**src/rtl/score_pkg.sv**
```systemverilog
// score_pkg -- shared definitions for the score tracker slice.
//   trk_state_e   : tracker state encoding seen by the VGA renderer / LEDs
//   DEFAULT_LIVES : lives granted at each new game
//   SCORE_MAX     : largest two-digit decimal score
//   BCD_MAX       : SCORE_MAX in packed BCD
//   to_bcd()      : elaboration-time decimal -> packed BCD conversion
//   bcd_inc()     : two-digit packed BCD increment (caller keeps it below 99)
package score_pkg;

    typedef enum logic [1:0] {
        IDLE = 2'd0,
        PLAY = 2'd1,
        OVER = 2'd2
    } trk_state_e;

    localparam int          DEFAULT_LIVES = 3;
    localparam int          SCORE_MAX     = 99;
    localparam logic [7:0]  BCD_MAX       = 8'h99;

    function automatic logic [7:0] to_bcd(input int v);
        logic [7:0] r;
        r[7:4] = 4'(v / 10);
        r[3:0] = 4'(v % 10);
        return r;
    endfunction

    function automatic logic [7:0] bcd_inc(input logic [7:0] v);
        logic [7:0] r;
        if (v[3:0] == 4'd9) begin
            r[7:4] = v[7:4] + 4'd1;
            r[3:0] = 4'd0;
        end else begin
            r[7:4] = v[7:4];
            r[3:0] = v[3:0] + 4'd1;
        end
        return r;
    endfunction

endpackage

```
**src/rtl/score_tracker_bcd2_counter.sv**
```systemverilog
// bcd2_counter -- two-digit packed BCD up-counter with saturation.
//   clk   : clock, rising edge
//   reset : asynchronous, active-low
//   clr   : synchronous clear, wins over inc
//   inc   : count up by one when below the ceiling
//   sat   : saturation ceiling, packed BCD
//   count : current value, packed BCD (tens in [7:4])
module bcd2_counter
    import score_pkg::*;
(
    input  logic       clk,
    input  logic       reset,
    input  logic       clr,
    input  logic       inc,
    input  logic [7:0] sat,
    output logic [7:0] count
);

    // Packed BCD orders the same as binary, so a plain compare finds the ceiling.
    always_ff @(posedge clk or negedge reset) begin
        if (!reset)
            count <= 8'h00;
        else if (clr)
            count <= 8'h00;
        else if (inc && (count < sat))
            count <= bcd_inc(count);
    end

endmodule

```
**src/rtl/score_tracker.sv**
```systemverilog
// score_tracker -- score / lives / best-score bookkeeping for the guessing game.
//   clk, reset    : clock; asynchronous active-low reset
//   new_game      : pulse, start or restart a game (beats correct/wrong)
//   correct_pulse : pulse, guess correct (ignored if wrong_pulse also high)
//   wrong_pulse   : pulse, guess wrong, costs one life
//   score_bcd     : current score, packed BCD
//   best_bcd      : best finished-game score since reset, packed BCD
//   lives         : remaining lives
//   game_over     : high while in OVER
//   new_best      : one-cycle pulse after best_bcd was raised
//   trk_state     : IDLE=0 / PLAY=1 / OVER=2
// Build option: define SCORE_TRACKER_HIGH_SCORE_EN to build the best-score
// register; otherwise best_bcd and new_best are tied to zero.
module score_tracker
    import score_pkg::*;
#(
    parameter int MAX_LIVES = DEFAULT_LIVES,
    parameter int SAT_SCORE = SCORE_MAX
) (
    input  logic       clk,
    input  logic       reset,
    input  logic       new_game,
    input  logic       correct_pulse,
    input  logic       wrong_pulse,
    output logic [7:0] score_bcd,
    output logic [7:0] best_bcd,
    output logic [2:0] lives,
    output logic       game_over,
    output logic       new_best,
    output logic [1:0] trk_state
);

    localparam logic [7:0] SAT_BCD    = to_bcd(SAT_SCORE);
    localparam logic [2:0] LIVES_INIT = 3'(MAX_LIVES);

    trk_state_e state_q, state_d;
    logic [2:0] lives_q;
    logic       in_play, hit_wrong, hit_correct, game_end;

    // new_game overrides any guess pulse; a simultaneous correct+wrong is a wrong.
    assign in_play     = (state_q == PLAY) && !new_game;
    assign hit_wrong   = in_play && wrong_pulse;
    assign hit_correct = in_play && correct_pulse && !wrong_pulse;
    assign game_end    = hit_wrong && (lives_q == 3'd1);

    // State register
    always_ff @(posedge clk or negedge reset) begin
        if (!reset)
            state_q <= IDLE;
        else
            state_q <= state_d;
    end

    // Next-state logic; the unused encoding falls back to IDLE
    always_comb begin
        state_d = state_q;
        case (state_q)
            IDLE:    if (new_game) state_d = PLAY;
            PLAY:    if (game_end) state_d = OVER;
            OVER:    if (new_game) state_d = PLAY;
            default: state_d = IDLE;
        endcase
    end

    // Outputs decoded from the state register
    always_comb begin
        trk_state = state_q;
        game_over = (state_q == OVER);
    end

    always_ff @(posedge clk or negedge reset) begin
        if (!reset)
            lives_q <= 3'd0;
        else if (new_game)
            lives_q <= LIVES_INIT;
        else if (hit_wrong)
            lives_q <= lives_q - 3'd1;
    end

    assign lives = lives_q;

    bcd2_counter u_score (
        .clk   (clk),
        .reset (reset),
        .clr   (new_game),
        .inc   (hit_correct),
        .sat   (SAT_BCD),
        .count (score_bcd)
    );

`ifdef SCORE_TRACKER_HIGH_SCORE_EN
    logic [7:0] best_q;
    logic       new_best_q;

    // Score cannot move on the ending edge (it is a wrong), so score_bcd is final.
    always_ff @(posedge clk or negedge reset) begin
        if (!reset) begin
            best_q     <= 8'h00;
            new_best_q <= 1'b0;
        end else begin
            new_best_q <= 1'b0;
            if (game_end && (score_bcd > best_q)) begin
                best_q     <= score_bcd;
                new_best_q <= 1'b1;
            end
        end
    end

    assign best_bcd = best_q;
    assign new_best = new_best_q;
`else
    assign best_bcd = 8'h00;
    assign new_best = 1'b0;
`endif

endmodule

```
**config.mk**
```make
export PLATFORM = sky130hd
export DESIGN_NAME = score_tracker
export DESIGN_NICKNAME = d
export VERILOG_FILES = /design/src/rtl/score_pkg.sv /design/src/rtl/score_tracker_bcd2_counter.sv /design/src/rtl/score_tracker.sv
export SDC_FILE = /design/constraint.sdc
export NUM_CORES = 1
export LEC_CHECK = 0
export ABC_CLOCK_PERIOD_IN_PS = 4600
export CAP_MARGIN = 20
export CORE_ASPECT_RATIO = 2
export CORE_MARGIN = 1.5
export CORE_UTILIZATION = 35
export DETAILED_ROUTE_END_ITERATION = 7
export GPL_ROUTABILITY_DRIVEN = 0
export GPL_TIMING_DRIVEN = 0
export SETUP_SLACK_MARGIN = 0.15
export SYNTH_ARGS = -nofsm -noshare
export SYNTH_HDL_FRONTEND = slang
export SYNTH_HIERARCHICAL = 1
export SYNTH_SLANG_ARGS = --single-unit
```
**constraint.sdc**
```tcl
create_clock -name clk -period 4.6 [get_ports clk]
set_clock_uncertainty 0.1 [all_clocks]
set_input_delay 0.69 -clock clk [delete_from_list [all_inputs] [get_ports clk]]
set_output_delay 0.69 -clock clk [all_outputs]
set_load 0.05 [all_outputs]
```
==> out/results.tsv <==
metric	value	unit
cts.sinks	13	
vias	819	
core_area	2908	sq um
fillers	288	
n_antenna_cell	0	
dieArea	3383	sq um
switching_share	33.64	%
grt_usage	13.42	%
cts_resized	0	
drc	0	
ios	28	
clkTransAtPathRegs	0.05	ns
first_global_vias	807	
synthAdderAreaFrac	14.18	%
synth-compound-area-share	17.61	%
grt-busiest-layer	met2	
status	completed	
antenna_found_initial	0	
hold_viol	0	
synth_cell_types	39	
row_count	28	
finalCritPeriodShare	54.63	%
cts_buffers	3	
syn_inst	109	
drt.antenna.violating_nets	0	
crit_type	register to output port	
met3_usage	1.111	%
dr.first_iter.drc_count	14	
wl	2087	um
firstDrtPassIters	3	
wl_per_cell	11.93	um
synthSimpleGateAreaFrac	19.27	%
nets	163	
cts_tree	yes	
synth_seq_area_share	30.73	%
p_comb_share	30.3	%
layout-drive-gt1-share	20.69	%
timing.rr.start	u_score/count[3]$_DFFE_PN0P_	
grt_setup_unrepaired	false	
power.leakage	0.6881	nW
yosys_warnings	6	
cp-end-kind	output port	
fin_crit	2.513	ns
syn_area	1059	sq um
p_clk_share	30.0	%
synthMuxAreaShare	3.901	%
grt_pass1_wl	3484	um
setup-violations-final	0	
synth-xor-area-share	0.8274	%
cellPowerDensity	239.1	nW/um^2
root_buffer	clkbuf_8	
clock_latency	0.24	ns
clockBufferDepth	2	
die_w	41.89	um
relSlewSlack	60.87	%
synth-seq-cells	13	
synth_top_family_by_area	simple AND/OR/NAND/NOR gates	
postSynthAreaPerCell	9.711	sq um
crit_required	3.81	ns
area_growth	29.20	%
gr-usage-met2	27.81	%
port_buffers	17	
p_sw	0.1100	mW
use_met1	12.57	%
utilization	47.03	%
max-cap-violations	0	
dieHeight	80.77	um
r2r_setup_slack	2.54	ns
start_util	36.40	%
grt_max_degree	14	
p_seq_share	39.7	%
hp-class	register to register	
startpoint	trk_state[0]$_DFFE_PN0P_	
worst_pin_slew	0.5852	ns
cts_setup_buffers	0	
globalRouteOverflowTotal	0	
start_kind	register	
vdd.ir_drop.worst	0.1857	mV
hpwl	1805	um
maxSlewViolCount	0	
fmax	397.9	MHz
internal_power	0.2170	mW
arrival	1.72	ns
finalSetupTns	0	ns
min-delay-start	lives[1]$_DFFE_PN0P_	
hold_buffers	0	
viasPerCell	4.680	
htree_levels	1	
cp_max_fo	8	
## registers in the layout, indices dropped and copies added (netlist names)
name	flops
lives	3
trk_state	2
u_score/count	8
## placed cells by master (no fill, tap or decap), drive strengths merged, types with 3 or more instances in the layout
| master | instances |
|---|---|
| conb | 17 |
| clkdlybuf4s50 | 17 |
| inv | 13 |
| dfrtp | 13 |
| ha | 12 |
| nor2 | 11 |
| buf | 11 |
| a21oi | 6 |
| nand2 | 4 |
| clkbuf | 4 |
| mux2i | 3 |
| a211oi | 3 |
## cell families after synthesis
group / Yosys count
and+or+nand+nor: 33
buffers and inverters: 24
AOI/OAI and AO/OA: 20
DFF: 13
adders and majority gates: 12
muxes: 4
other: 2
xor gates and xnor gates: 1
## layout make-up
cell class / instances / area, sq um / share of cell area, %
tap: 30 / 37.54 / 2.745
buffer: 11 / 86.33 / 6.313
sequential: 13 / 325.3 / 23.79
timing repair buffer: 17 / 170.2 / 12.44
clock buffer: 4 / 45.04 / 3.294
multi-input combinational: 87 / 654.4 / 47.85
inverter: 13 / 48.80 / 3.568
## worst max-delay path: stages, from the launching register on
cell             delay [ns]
dfrtp_1                0.45
nor2b_1                0.20
clkdlybuf4s50_1        0.83
## synthesized netlist by cell type (all sizes together)
| master | count | area, sq um |
|---|---|---|
| dfrtp | 13 | 325.3 |
| inv | 13 | 48.80 |
| ha | 12 | 150.1 |
| buf | 11 | 86.33 |
| nor2 | 11 | 41.29 |
| a21oi | 6 | 33.78 |
| nand2 | 4 | 15.01 |
| a211oi | 3 | 40.04 |
| mux2i | 3 | 30.03 |
| a21bo | 2 | 20.02 |
| and2b | 2 | 17.52 |
| and4bb | 2 | 25.02 |
| conb | 2 | 7.510 |
| nand3 | 2 | 10.01 |
| nand4b | 2 | 17.52 |
| nor2b | 2 | 12.51 |
| o21ai | 2 | 25.03 |
| a211o | 1 | 8.760 |
| a21o | 1 | 8.760 |
| a31o | 1 | 8.760 |
| and3 | 1 | 6.260 |
| and4b | 1 | 10.01 |
| mux2 | 1 | 11.26 |
| nand2b | 1 | 6.260 |
| nand3b | 1 | 7.510 |
| nor3 | 1 | 5.000 |
| nor3b | 1 | 12.51 |
| o2111a | 1 | 11.26 |
| o211ai | 1 | 7.510 |
| o2bb2ai | 1 | 15.01 |
| o31ai | 1 | 7.510 |
| or2 | 1 | 8.760 |
| or3b | 1 | 8.760 |
| xnor2 | 1 | 8.760 |
## power by group through the flow
stage | Combinational [mW] | Clock, mW | Sequential [mW]
after global routing | 0.106 | 0.108 | 0.131
after CTS | 0.0993 | 0.104 | 0.130
after global placement | 0.0975 | 0 | 0.131
after detailed placement | 0.0991 | 0 | 0.132
final | 0.0990 | 0.0982 | 0.130
after floorplan | 0.0534 | 0 | 0.150
## worst paths after layout
path,endpoint,cells past startpoint
max in group asynchronous,u_score/count[6]$_DFFE_PN0P_,1
min,lives[1]$_DFFE_PN0P_,1
min in group asynchronous,u_score/count[1]$_DFFE_PN0P_,1
min reg2reg,lives[1]$_DFFE_PN0P_,1
max reg2reg,u_score/count[6]$_DFFE_PN0P_,6
max,game_over,2
## routing by layer
metal / up-vias / wire length, um
met2: 22 / 1281
met4: 0 / 19
met5: - / 0
met3: 2 / 89
met1: 379 / 697
li1: 416 / -
## stage by stage
stage / cell area (sq um) / std cells / worst slack [ns] / power, mW / hold slack, ns
6_report: 1368 / 175 / 2.087 / 0.3270 / 0.4658
4_1_cts: 1368 / 175 / 2.073 / 0.3334 / 0.4699
3_3_place_gp: 1323 / 171 / 1.950 / 0.2289 / 0.4368
5_1_grt: 1368 / 175 / 1.994 / 0.3454 / 0.4779
3_5_place_dp: 1323 / 171 / 1.894 / 0.2308 / 0.4541
2_1_floorplan: 1115 / 124 / 2.306 / 0.2039 / 0.2944
Note: power is estimated with default switching activity, not from simulation.
